### src/rtl/bist_pkg.sv
// rtl/bist_pkg.sv - shared types, constants and step function for the BIST controller
package bist_pkg;

    localparam int         CNT_W    = 16;
    localparam logic [7:0] TAP_MASK = 8'hB8;

    typedef enum logic [2:0] {
        ST_IDLE,
        ST_LOAD,
        ST_RUN,
        ST_FLUSH,
        ST_DONE
    } state_t;

    // Feedback is the parity of the tapped bits (7,5,4,3) shifted in at bit 0.
    function automatic logic [7:0] lfsr_step(input logic [7:0] cur);
        return {cur[6:0], ^(cur & TAP_MASK)};
    endfunction

endpackage

### src/rtl/bist_lfsr8.sv
// rtl/bist_lfsr8.sv - 8-bit tap-masked shift register with parallel-XOR input and load
module bist_lfsr8
    import bist_pkg::*;
#(
    parameter logic [7:0] RST_VAL = 8'h00
) (
    input  logic       C,
    input  logic       RN,
    input  logic       load,
    input  logic [7:0] load_val,
    input  logic       en,
    input  logic [7:0] din,
    output logic [7:0] q
);

    // With din tied to zero this is a plain LFSR; with din fed it is a MISR.
    always_ff @(posedge C or negedge RN) begin
        if (!RN) begin
            q <= RST_VAL;
        end else if (load) begin
            q <= load_val;
        end else if (en) begin
            q <= lfsr_step(q) ^ din;
        end
    end

endmodule

### src/rtl/bist_controller.sv
// rtl/bist_controller.sv - LFSR pattern generator and MISR signature compactor with pass/fail
module bist_controller
    import bist_pkg::*;
#(
    parameter int         NPAT    = 16,
    parameter int         CUT_LAT = 0,
    parameter logic [7:0] SEED    = 8'h01
) (
    input  logic       C,
    input  logic       RN,
    input  logic       start,
    input  logic [7:0] golden,
    output logic [7:0] cut_in,
    input  logic [7:0] cut_out,
    output logic       busy,
    output logic       done,
    output logic       pass,
    output logic [7:0] signature
);

    localparam logic [CNT_W-1:0] LAST_PAT   = CNT_W'(NPAT - 1);
    localparam logic [1:0]       FLUSH_LAST = 2'(CUT_LAT);

    state_t           state;
    state_t           state_n;
    logic [CNT_W-1:0] cnt;
    logic [1:0]       fcnt;
    logic [7:0]       lfsr_q;
    logic [7:0]       misr_q;
    logic             is_load;
    logic             issue;
    logic             absorb;

    always_ff @(posedge C or negedge RN) begin
        if (!RN) begin
            state <= ST_IDLE;
        end else begin
            state <= state_n;
        end
    end

    always_comb begin
        state_n = state;
        is_load = 1'b0;
        issue   = 1'b0;
        busy    = 1'b0;
        done    = 1'b0;
        cut_in  = 8'h00;
        case (state)
            ST_IDLE: begin
                if (start) state_n = ST_LOAD;
            end
            ST_LOAD: begin
                is_load = 1'b1;
                busy    = 1'b1;
                state_n = ST_RUN;
            end
            ST_RUN: begin
                issue  = 1'b1;
                busy   = 1'b1;
                cut_in = lfsr_q;
                if (cnt == LAST_PAT) state_n = ST_FLUSH;
            end
            ST_FLUSH: begin
                busy = 1'b1;
                if (fcnt == FLUSH_LAST) state_n = ST_DONE;
            end
            ST_DONE: begin
                done = 1'b1;
                if (start) state_n = ST_LOAD;
            end
            default: state_n = ST_IDLE;
        endcase
    end

    always_ff @(posedge C or negedge RN) begin
        if (!RN) begin
            cnt <= '0;
        end else if (is_load) begin
            cnt <= '0;
        end else if (issue) begin
            cnt <= cnt + 1'b1;
        end
    end

    always_ff @(posedge C or negedge RN) begin
        if (!RN) begin
            fcnt <= 2'd0;
        end else if (state == ST_FLUSH) begin
            fcnt <= fcnt + 2'd1;
        end else begin
            fcnt <= 2'd0;
        end
    end

    // The issue flag itself is the first stage of the valid pipe, so a
    // combinational CUT is absorbed in the same cycle its pattern is driven.
    generate
        if (CUT_LAT == 0) begin : g_nopipe
            assign absorb = issue;
        end else begin : g_pipe
            logic [CUT_LAT-1:0] vpipe;
            always_ff @(posedge C or negedge RN) begin
                if (!RN) begin
                    vpipe <= '0;
                end else if (is_load) begin
                    vpipe <= '0;
                end else begin
                    vpipe[0] <= issue;
                    for (int i = 1; i < CUT_LAT; i++) begin
                        vpipe[i] <= vpipe[i-1];
                    end
                end
            end
            assign absorb = vpipe[CUT_LAT-1];
        end
    endgenerate

    bist_lfsr8 #(.RST_VAL(SEED)) u_lfsr (
        .C        (C),
        .RN       (RN),
        .load     (is_load),
        .load_val (SEED),
        .en       (issue),
        .din      (8'h00),
        .q        (lfsr_q)
    );

    bist_lfsr8 #(.RST_VAL(8'h00)) u_misr (
        .C        (C),
        .RN       (RN),
        .load     (is_load),
        .load_val (8'h00),
        .en       (absorb),
        .din      (cut_out),
        .q        (misr_q)
    );

    assign signature = misr_q;
    assign pass      = done && (misr_q == golden);

endmodule

### config.mk
export PLATFORM = sky130hd
export DESIGN_NAME = bist_controller
export DESIGN_NICKNAME = d
export VERILOG_FILES = /design/src/rtl/bist_pkg.sv /design/src/rtl/bist_lfsr8.sv /design/src/rtl/bist_controller.sv
export SDC_FILE = /design/constraint.sdc
export NUM_CORES = 1
export LEC_CHECK = 0
export BUFFER_PORTS_ARGS = -buffer_cell sky130_fd_sc_hd__buf_2
export CORE_ASPECT_RATIO = 1.25
export CORE_MARGIN = 4
export CORE_UTILIZATION = 55
export CTS_CLUSTER_DIAMETER = 100
export DETAILED_ROUTE_END_ITERATION = 10
export PLACE_DENSITY_LB_ADDON = 0.1
export SLEW_MARGIN = 20
export SYNTH_ARGS = -nofsm -noshare
export SYNTH_HDL_FRONTEND = slang
export SYNTH_HIERARCHICAL = 1
export SYNTH_SLANG_ARGS = --single-unit
### constraint.sdc
create_clock -name C -period 3.55 [get_ports C]
set_clock_uncertainty 0.2 [all_clocks]
set_input_delay 0.1775 -clock C [delete_from_list [all_inputs] [get_ports C]]
set_output_delay 0.1775 -clock C [all_outputs]
set_load 0.03 [all_outputs]
# == Word-level counts from Yosys, hierarchy flattened ==
# Index checks and enable logic that the tools add are counted.
# word_totals
ff_bits,37
inputBits,19
output_inout_bits,19
word_cells,42
# classes
add_sub_neg,2
n_eq_ne,9
muxes,16
n_bitwise,1
reduce_logical,9
# op_table
operator,count
$mux W8,5
$mux W16,2
$add A16 B1 Y16 const B,1
$eq A16 B4 Y1 const B,1
$reduce_xor A8 Y1,2
$pmux W3 S4,1
$mux W3,3
$eq A8 B8 Y1,1
$xor A8 B8 Y8,1
$eq A3 B2 Y1 const B,2
$mux W1,4
$ne A2 B2 Y1 const B,2
$eq A3 B1 Y1 const B,1
$eq A3 B3 Y1 const B,1
$logic_not A3 Y1,1
$reduce_and A3 Y1,1
$reduce_or A3 Y1,1
$add A2 B1 Y2 const B,1
$logic_not A2 Y1,1
$mux W2,1
$ne A2 B1 Y1 const B,1
$reduce_bool A2 Y1,1
$reduce_or A2 Y1,1
$logic_and A1 B1 Y1,1

# == Longest topological paths before layout ==
# Gate-level depths: netlist of the first run.
# depth
ltp_word,4
mapped_depth,8
mapped_depth_nobuf,6

# == Hierarchy ==
# Netlist of the first run, hierarchy kept.
# by_module_without_submodules
mod,n_inst,cells_each,area_each_um2,seq_area_each_um2
bist_controller,1,131,1213.7,525.5
bist_lfsr8 at u_lfsr,1,46,488.0,201.4
bist_lfsr8 at u_misr,1,46,486.7,200.2

# == Least setup slack after synthesis of the first run ==
# No wires, ideal clock.
# synth_path
path_type,register to output
startpoint,reg u_misr.q[3]
endpoint,out pass
arrival_time_ns,1.832
slack_ns,1.340
path_stages_with_launch,4
path_buffers,0
path_cell_list,dfrtp_1 -> xnor2_1 -> nand3_1 -> nor4_1
# synth_via
elab_chain_cells,2
# synth_rtl
item,line,source
"start, declared",bist_lfsr8.sv:13,output logic [7:0] q
"start signal, assigned",bist_lfsr8.sv:21,q <= load_val;
"start signal, assigned",bist_lfsr8.sv:23,q <= lfsr_step(q) ^ din;
$eq A8 B8 Y1,bist_controller.sv:140,assign pass = done && (misr_q == golden);
$logic_and A1 B1 Y1,bist_controller.sv:140,
"end, declared",bist_controller.sv:17,"output logic pass,"
# No other way between the ends.

# == Final worst setup path of the first run ==
# layout_path
startpoint,reg state[2]
endpoint,reg cnt[4]
# layout_via
elab_chain_cells,3
word_cells_on_any_way,6
classes_between,eq/ne (2); mux (3); reduce/logical (1)
# layout_rtl
item,line,source
"start, declared",bist_controller.sv:24,state_t state;
"start signal, assigned",bist_controller.sv:38,state <= state_n;
$eq A3 B1 Y1 (*),bist_controller.sv:49,case (state)
$mux W1 (*),bist_controller.sv:49,
via is_load,bist_controller.sv:30,logic is_load;
$mux W16 or $reduce_bool A2 Y1 (tied branches),-,
"end signal, assigned",bist_controller.sv:82,cnt <= cnt + 1'b1;
"end, declared",bist_controller.sv:26,logic [CNT_W-1:0] cnt;
# The timed path passes the listed nets; every way through them passes the cells marked *.
# A chain may end at the register's enable or synchronous reset.

==> metrics.md, run 1 <==
| Metric | Value |
|---|---|
| Register area | `927 µm²` |
| Count leader, synth | `dfrtp_1` |
| Post-synthesis sequential area ratio | `0.424` |
| Initial core utilization | `0.573` |
| Area share of the largest cell type after synthesis | `0.412` |
| Reg-to-reg slack, setup | `1060 ps` |
| Top FF cell, synth | `dfrtp_1` |
| Busiest grt layer | `met2` |
| RSZ-0062 raised after global routing | `false` |
| Tcrit/Tclk final | `0.701` |
| Die Span Y | `78.5 µm` |
| MaxCap Viol Count | `0` |
| Largest cells by area after synthesis | `dfrtp_1 (41%), mux2i_1 (11%), xor2_1 (6.4%), nand2_1 (5.5%), o21ai_0 (4.3%)` |
| Worst hold start | `cut_out[0]` |
| Core Area | `3820 µm²` |
| Switching power | `951 µW` |
| Worst path required time | `3510 ps` |
| CP Capture Point | `cnt[4]$_DFFE_PN0P_` |
| # fillers | `326` |
| Global Route met2 Usage | `0.323` |
| Largest net degree at the start of global routing | `39` |
| Sequential Power Share | `0.352` |
| Top Ports | `38` |
| Synth cell count leaders | `dfrtp_1 (36), nand2_1 (32), mux2i_1 (23)` |
| Synth Area per Inst | `9.81 µm²` |
| Largest area contributor in the netlist | `dfrtp_1` |
| Post-CTS resize count | `0` |
| WL per Instance | `12.4 µm` |
| Sink Count | `37` |
| Number of global-route vias before repair | `1,684` |
| CP max FO | `38` |
| Clock-pin slew on the worst setup and hold paths | `70 ps` |
| Combinational Power Share | `0.509` |
| Post-Place Cell Area | `2470 µm²` |
| WP data arrival | `2450 ps` |
| # diodes | `0` |
| Setup Slack @ Placement | `1030 ps` |
| # hold bufs at CTS | `2` |
| Cells after synthesis | `223` |
| Tmin final | `2490 ps` |
| Final nets | `303` |
| Post-Syn Area | `2190 µm²` |
| Final GP Congestion | `0.746` |
| Routed wire length | `4180 µm` |
| Setup_tns | `0 ps` |
| VDD IR max | `0.000467 V` |
| DRC errors left | `0` |
| Hold violation count in the final report | `0` |
| Root buffer cell | `clkbuf_8` |
| Total iterations of the first detailed-routing run | `4` |
| Sw Share | `0.448` |
| Worst setup path start | `state[2]$_DFFE_PN0P_` |
| Post-DP HPWL | `2950 µm` |
| Non-Filler Instances | `336` |
| Reg2reg start | `state[2]$_DFFE_PN0P_` |
| CTS Buffer Depth | `2` |
| Number of CTS-inserted buffers | `5` |
| Met3 Use GR | `0.0300` |
| Setup CP Type | `flip-flop to flip-flop` |
| Fraction of layout instances using a drive strength above 1 | `0.174` |
| Placement Rows | `25` |
| Vias per cell | `5.09` |
| Final setup viols | `0` |
| Max frequency | `402 MHz` |
| Multi-input gate area | `1270 µm²` |
| Via count | `1,711` |
| Cell area after layout | `2580 µm²` |
| Number of enable flip-flop cells after synthesis | `0` |
| Antenna violations before repair | `0` |
| Cells after DPL | `327` |
| Netlist cell types | `40` |
| Synth-to-Final Area Change | `17.8%` |
| CP Capture Type | `flip-flop` |
| Die area | `5060 µm²` |
| Pwr dens | `824 nW/µm²` |
| Internal | `1170 µW` |
| Slew HR | `0.363` |
| DRT iter0 DRCs | `94` |
| Worst hold path class | `input port to flip-flop` |
| H-Tree Depth | `2` |
| R2R depth | `6` |
| Yosys reg bits | `37` |
| Leak | `0.00127 µW` |
| Routed Antenna Nets | `0` |
| Post-CTS Setup Inserts | `0` |
| Worst Tran Pin Value | `954 ps` |
| Status | `finished clean` |
| Worst-Skew Late Latency | `280 ps` |
| DIE WIDTH | `64.4 µm` |
| Startpoint types | `flip-flop` |
| Final Slew Violations | `0` |
| CTS tree | `done` |
| Clock network fraction of design power | `0.139` |
| Worst r2r dst | `cnt[4]$_DFFE_PN0P_` |
| GRT Util Overall | `0.182` |
| Ys Warns | `6` |
| Met1 usage | `0.219` |
| GRT overflow | `0` |
| Global-route wire length before repair | `7350 µm` |
| Final worst slack | `1060 ps` |
| Asr flop ratio synth | `1.00` |
| IO buf count | `37` |
[layout make-up]
| cell class | instances | area share |
|---|---|---|
| clock buffer | 7 | 0.0335 |
| inverter | 5 | 0.00922 |
| multi-input combinational | 194 | 0.492 |
| sequential | 37 | 0.360 |
| tap | 54 | 0.0262 |
| timing repair buffer | 39 | 0.0796 |
[metrics by stage]
stage	util	power, µW	hold slack [ps]
after floorplan	-	1620	-318
after global placement	0.648	1820	126
after detailed placement	0.648	1840	122
after CTS	0.675	2150	50.9
after global routing	0.675	2290	63.5
final	0.675	2120	58.7
[registers in the layout (all words and copies together) (netlist names)]
name	count
cnt	16
u_misr/q	8
u_lfsr/q	8
fcnt	2
state	3
[critical path: stages (launching register included)]
cell and delay [ps]:
dfrtp_1 460, nor2_1 130, nand2_1 210, inv_1 770
nor2_1 250, o21ai_0 230, o31ai_1 100
[layout by cell type (no fill, tap or decap), types with 7 or more instances in the layout]
cell type,count
and2_1,9
buf_2,37
conb_1,24
dfrtp_1,36
mux2i_1,23
nand2_1,32
nand3_1,8
nor2_1,8
o21ai_0,19
xnor2_1,7
xor2_1,16
[worst min-delay path by stage]
stage                              end  cells past startpoint
2_1_floorplan       cnt[0]$_DFFE_PN0P_                      0
3_3_place_gp         fcnt[1]$_DFF_PN0_                      1
3_5_place_dp      state[2]$_DFFE_PN0P_                      1
4_1_cts        u_misr/q[0]$_DFFE_PN0P_                      4
5_1_grt        u_misr/q[0]$_DFFE_PN0P_                      4
6_report       u_misr/q[0]$_DFFE_PN0P_                      4
[metal layers]
| layer | up-vias | part of all wire |
|---|---|---|
| met2 | 24 | 0.53 |
| met1 | 811 | 0.43 |
| met3 | 4 | 0.031 |
| met4 | 0 | 0.0089 |
| li1 | 872 | - |
| met5 | - | 0 |
[logic make-up after synthesis]
logic type | share of synthesized area
other | 0.00343
flip-flops | 0.424
XOR/XNOR | 0.129
AND/OR/NAND/NOR | 0.217
AO/OA/AOI/OAI | 0.0760
adder cells (fa/ha/maj) | 0.0114
buffers and inverters | 0.0349
multiplexers | 0.105
[power by group through the flow]
stage / registers, µW / clock network [µW] / logic, µW
final: 748 / 295 / 1080
after global routing: 777 / 321 / 1190
after CTS: 750 / 304 / 1090
after detailed placement: 756 / 0 / 1090
after global placement: 753 / 0 / 1060
after floorplan: 806 / 0 / 813
(Power assumes the default switching activity.)
==> inputs of run 2 (changes only) <==
CORE_UTILIZATION = 50   (was 55)
clock period = 2.12 ns   (was 3.55 ns; I/O delays follow)
==> metrics.md, run 2 (synthesis gave the netlist of run 1 again) <==
| Metric | Value |
|---|---|
| Routed Antenna Nets | `0 (unchanged)` |
| Largest net degree at the start of global routing | `36 (was 39)` |
| Die Span Y | `82.0 µm (was 78.5 µm)` |
| DIE WIDTH | `67.2 µm (was 64.4 µm)` |
| Worst setup path start | `state[0]$_DFFE_PN0P_ (was state[2]$_DFFE_PN0P_)` |
| Die area | `5510 µm² (was 5060 µm²)` |
| Register name with the most flops | `cnt (unchanged)` |
| Sum of buffers and inverters on the critical path | `3 (was 1)` |
| R2R depth | `5 (was 6)` |
| GRT overflow | `0 (unchanged)` |
| Vias per cell | `4.92 (was 5.09)` |
| Leak | `0.00135 µW (was 0.00127 µW)` |
| Total iterations of the first detailed-routing run | `4 (unchanged)` |
| Post-DP HPWL | `3000 µm (was 2950 µm)` |
| Core Area | `4160 µm² (was 3820 µm²)` |
| IO buf count | `37 (unchanged)` |
| Max frequency | `493 MHz` |
| WP data arrival | `1720 ps (was 2450 ps)` |
| Number of CTS-inserted buffers | `5 (unchanged)` |
| Crit path depth | `5 (was 6)` |
| Top Ports | `38 (unchanged)` |
| Met3 Routed Length | `221 µm (was 131 µm)` |
| Placement Rows | `26 (was 25)` |
| Reg-to-reg slack, setup | `240 ps (was 1060 ps)` |
| Startpoint types | `flip-flop (unchanged)` |
| Routed wire length | `4270 µm (was 4180 µm)` |
| Worst-Skew Late Latency | `280 ps (about the same)` |
| Number of global-route vias before repair | `1,661 (was 1,684)` |
| Met1 wire length | `2020 µm (was 1800 µm)` |
| Global-route wire length before repair | `7400 µm (was 7350 µm)` |
| Commonest cells after routing, fill and taps aside | `dfrtp_1 (35), buf_2 (35), nand2_1 (32) (was buf_2 (37), dfrtp_1 (36), nand2_1 (32))` |
| CP Capture Type | `output pin (was flip-flop)` |
| # diodes | `0 (unchanged)` |
| CTS Buffer Depth | `2 (unchanged)` |
| CP Capture Point | `cut_in[4] (was cnt[4]$_DFFE_PN0P_)` |
| Final GP Congestion | `0.738 (was 0.746)` |
| Max FFs per register | `16 (unchanged)` |
| Final nets | `318 (was 303)` |
| Root buffer cell | `clkbuf_8 (unchanged)` |
| Antenna violations before repair | `0 (unchanged)` |
| Via count | `1,743 (was 1,711)` |
| DRT iter0 DRCs | `36 (was 94)` |
| CP top delay family | `simple AND/OR/NAND/NOR gates (was buffers and inverters)` |
| Clock-pin slew on the worst setup and hold paths | `70 ps (about the same)` |
| Final Slew Violations | `0 (unchanged)` |
| Worst r2r dst | `u_misr/q[5]$_DFFE_PN0P_ (was cnt[4]$_DFFE_PN0P_)` |
| Synth-to-Final Area Change | `25.6% (was 17.8%)` |
| MaxCap Viol Count | `0 (unchanged)` |
| VDD IR max | `0.000721 V (was 0.000467 V)` |
| Worst path required time | `1810 ps (was 3510 ps)` |
| Sink Count | `37 (unchanged)` |
| WL per Instance | `12.1 µm (was 12.4 µm)` |
| Final setup viols | `0 (unchanged)` |
| Worst Tran Pin Value | `491 ps (was 954 ps)` |
| Initial core utilization | `0.526 (was 0.573)` |
| Met2 routed WL | `1990 µm (was 2210 µm)` |
| Worst hold path class | `input port to flip-flop (unchanged)` |
| Fraction of layout instances using a drive strength above 1 | `0.215 (was 0.174)` |
| CP max FO | `14 (was 38)` |
| Slowest stage delay, CP | `450 ps (was 770 ps)` |
| Tmin final | `2030 ps` |
| Reg2reg start | `state[0]$_DFFE_PN0P_ (was state[2]$_DFFE_PN0P_)` |
| Tcrit/Tclk final | `0.957` |
| Largest registers | `cnt x16, u_lfsr/q x8, u_misr/q x8 (unchanged)` |
| Setup CP Type | `flip-flop to output pin (was flip-flop to flip-flop)` |
| Status | `finished clean (unchanged)` |
| Pwr dens | `1370 nW/µm² (was 824 nW/µm²)` |
| Setup_tns | `0 ps (unchanged)` |
| Uppermost layer routed | `met4 (unchanged)` |
| H-Tree Depth | `2 (unchanged)` |
| Hold violation count in the final report | `0 (unchanged)` |
| Final Core Density | `0.660 (was 0.675)` |
| CP max-delay cell | `or3b_4 (was inv_1)` |
| CTS tree | `done (unchanged)` |
| CP cell instances | `or3b_4 > clkinv_8 > buf_12 > and2_1 > buf_2 (was nor2_1 > nand2_1 > inv_1 > nor2_1 > o21ai_0 > o31ai_1)` |
| Slew HR | `0.670 (was 0.363)` |
| RSZ-0062 raised after global routing | `false (unchanged)` |
| GRT Util Overall | `0.175 (was 0.182)` |
| DRC errors left | `0 (unchanged)` |
run 2: changes by cell type in the layout (fill, tap and decap cells not counted), sizes merged:
cell and change:
clkbuf +3, dlygate4sd3 +3, buf +9, clkinv +1
run 2: per-layer routing:
layer,vias to the layer above,track usage
met3,4,0.0479
li1,906,-
met5,-,0
met2,41,0.287
met1,792,0.225
met4,0,0.0507
run 2: worst min path at each step:
stage	from	to	slack, ps	cells past startpoint
floorplan	RN	cnt[0]$_DFFE_PN0P_	-390	0
global placement	RN	u_misr/q[6]$_DFFE_PN0P_	-280	1
finish	cut_out[7]	u_misr/q[7]$_DFFE_PN0P_	10	4
global route	cut_out[7]	u_misr/q[7]$_DFFE_PN0P_	50	4
detailed placement	RN	u_misr/q[6]$_DFFE_PN0P_	-280	1
CTS	cut_out[7]	u_misr/q[7]$_DFFE_PN0P_	2	4
run 2: report_power, final:
group	total, µW	internal (µW)	switching [µW]
clock network	493	265	228
logic	2050	921	1130
registers	1230	952	276
total	3780	2140	1640
run 2: metrics by stage:
step	hold slack [ps]	area, µm²	instances	power, µW	setup WS (ps)
after floorplan	-390	2280	245	2720	133
after global placement	-277	2560	337	3180	263
after detailed placement	-282	2560	337	3210	235
after CTS	1.87	2710	351	3770	7.90
final	12.8	2750	354	3780	91.8
after global routing	46.8	2750	354	4090	16.7
run 2: cell type report:
class / instances / area, µm²
well taps: 56 / 70.1
multi-input cells: 194 / 1280
inverters: 5 / 31.3
flip-flops and latches: 37 / 928
repair buffers: 53 / 348
fillers: 362 / 1420
clock buffers: 8 / 90.1
repair inverters: 1 / 3.75
run 2: worst register-to-register path: cells and delay by family, from the launching register on:
family | cells | cell delay [ps]
DFF | 1 | 440
muxes | 1 | 230
AOI/OAI and AO/OA | 1 | 70
buffers and inverters | 2 | 370
and+or+nand+nor | 1 | 450
run 2: what timing repair did:
item | CTS | global route
hold buffers | 5 | 0
resized for setup | 1 | 5
endpoints found under the setup margin | 5 | 5
pin swaps | 0 | 1
buffers inserted | 0 | 3
endpoints found under the hold margin | 41 | 0
cloned | 1 | 0
==> inputs of run 3 (changes only) <==
RECOVER_POWER = 50   (was not set)
==> metrics.md, run 3 (synthesis gave the netlist of run 1 again) <==
| Metric | Value |
|---|---|
| Cell area after layout | `2730 µm² (was 2750 µm²)` |
| Root buffer cell | `clkbuf_8 (unchanged)` |
| Top Ports | `38 (unchanged)` |
| Vias per cell | `4.92 (about the same)` |
| R2R depth | `5 (unchanged)` |
| Leak | `0.00132 µW (was 0.00135 µW)` |
| Final setup viols | `0 (unchanged)` |
| WL per Instance | `12.0 µm (was 12.1 µm)` |
| Largest net degree at the start of global routing | `36 (unchanged)` |
| Commonest cells after routing, fill and taps aside | `dfrtp_1 (35), nand2_1 (32), buf_2 (28) (was dfrtp_1 (35), buf_2 (35), nand2_1 (32))` |
| DRC errors left | `0 (unchanged)` |
| Clock-pin slew on the worst setup and hold paths | `70 ps (about the same)` |
| Worst path required time | `1810 ps (about the same)` |
| DRT iter0 DRCs | `30 (was 36)` |
| Routed Antenna Nets | `0 (unchanged)` |
| Register name with the most flops | `cnt (unchanged)` |
| Startpoint types | `flip-flop (unchanged)` |
| Initial core utilization | `0.526 (unchanged)` |
| CP cell instances | `or3b_4 > clkinv_8 > buf_12 > and2_1 > buf_2 (unchanged)` |
| Final Power | `3750 µW (was 3780 µW)` |
| Antenna violations before repair | `0 (unchanged)` |
| Total iterations of the first detailed-routing run | `4 (unchanged)` |
| Core Area | `4160 µm² (unchanged)` |
| Final nets | `318 (unchanged)` |
| CP max-delay cell | `or3b_4 (unchanged)` |
| Hold slack | `9.71 ps (was 12.8 ps)` |
| VDD IR max | `0.000720 V (was 0.000721 V)` |
| Global-route wire length before repair | `7400 µm (unchanged)` |
| Tmin final | `2030 ps (about the same)` |
| MaxCap Viol Count | `0 (unchanged)` |
| Sink Count | `37 (unchanged)` |
| GRT overflow | `0 (unchanged)` |
| Final Core Density | `0.655 (was 0.660)` |
| Tcrit/Tclk final | `0.957 (about the same)` |
| Largest registers | `cnt x16, u_lfsr/q x8, u_misr/q x8 (unchanged)` |
| Synth-to-Final Area Change | `24.6% (was 25.6%)` |
| Number of global-route vias before repair | `1,661 (unchanged)` |
| DIE WIDTH | `67.2 µm (unchanged)` |
| Worst hold path class | `input port to flip-flop (unchanged)` |
| Setup CP Type | `flip-flop to output pin (unchanged)` |
| Post-DP HPWL | `3000 µm (unchanged)` |
| Slowest stage delay, CP | `450 ps (about the same)` |
| # diodes | `0 (unchanged)` |
| CP max FO | `14 (unchanged)` |
| Fraction of layout instances using a drive strength above 1 | `0.181 (was 0.215)` |
| Hold violation count in the final report | `0 (unchanged)` |
| Setup_tns | `0 ps (unchanged)` |
| Max FFs per register | `16 (unchanged)` |
| Die Span Y | `82.0 µm (unchanged)` |
| Number of CTS-inserted buffers | `5 (unchanged)` |
| Status | `finished clean (unchanged)` |
| Slew HR | `0.387 (was 0.670)` |
| CTS Buffer Depth | `2 (unchanged)` |
| IO buf count | `37 (unchanged)` |
| Die area | `5510 µm² (unchanged)` |
| Post-Place Cell Area | `2560 µm² (unchanged)` |
| Commonest non-fill, non-tap cell in the layout | `dfrtp_1` |
| CP Capture Type | `output pin (unchanged)` |
| Worst Tran Pin Value | `919 ps (was 491 ps)` |
| Worst-Skew Late Latency | `280 ps (about the same)` |
| H-Tree Depth | `2 (unchanged)` |
| Via count | `1,740 (was 1,743)` |
| GRT Util Overall | `0.175 (unchanged)` |
| Hold depth | `4 (unchanged)` |
| RSZ-0062 raised after global routing | `false (unchanged)` |
| Placement Rows | `26 (unchanged)` |
| CTS tree | `done (unchanged)` |
| Final Slew Violations | `0 (unchanged)` |
| Max frequency | `493 MHz (about the same)` |
| Routed wire length | `4250 µm (was 4270 µm)` |
| Final GP Congestion | `0.738 (unchanged)` |
| Pwr dens | `1380 nW/µm² (was 1370 nW/µm²)` |
| WP data arrival | `1720 ps (about the same)` |
-- run 3: cell types whose count changed in the layout (fill, tap and decap cells not counted), sizes merged --
cell / delta
buf: -10
clkbuf: +10
-- run 3: worst paths after layout --
kind	from	end	slack, ps
max	state[0]$_DFFE_PN0P_	cut_in[4]	90
min	cut_out[7]	u_misr/q[7]$_DFFE_PN0P_	10
max reg2reg	state[0]$_DFFE_PN0P_	u_misr/q[5]$_DFFE_PN0P_	240
min reg2reg	cnt[15]$_DFFE_PN0P_	cnt[15]$_DFFE_PN0P_	290
max in group asynchronous	RN	state[0]$_DFFE_PN0P_	660
min in group asynchronous	RN	u_misr/q[1]$_DFFE_PN0P_	440
-- run 3: per-stage QoR --
step | worst slack [ps] | instances
6_report | 92.2 | 354
5_1_grt | 16.7 | 354
4_1_cts | 7.90 | 351
3_5_place_dp | 235 | 337
3_3_place_gp | 263 | 337
2_1_floorplan | 133 | 245
-- run 3: routing by layer --
metal  global-route usage  part of all wire
met5                    0                 0
met4               0.0507            0.0085
met3               0.0479             0.050
met2                0.287              0.47
met1                0.225              0.47
-- run 3: repair_timing --
item,CTS,global route
setup endpoints to repair,5,5
hold endpoints to repair,41,0
pin swaps,0,1
buffers inserted,0,3
gates cloned,1,0
hold buffers,5,0
gates resized for setup,1,5
-- run 3: layout make-up --
| cell class | instances | area (µm²) |
|---|---|---|
| Sequential cell | 37 | 928 |
| Multi-Input combinational cell | 194 | 1280 |
| Tap cell | 56 | 70.1 |
| Clock buffer | 8 | 90.1 |
| Timing Repair inverter | 1 | 3.75 |
| Timing Repair Buffer | 53 | 328 |
| Fill cell | 366 | 1440 |
| Inverter | 5 | 31.3 |
-- run 3: report_power, final --
part           internal, µW  switching (µW)
clock                   265             228
sequential              952             278
combinational           897            1130
-- run 3: worst max-delay path: cells and delay by family, from the launching register on --
kind	cells	cell delay, ps
DFF	1	440
buffers and inverters	3	430
and+or+nand+nor	2	570
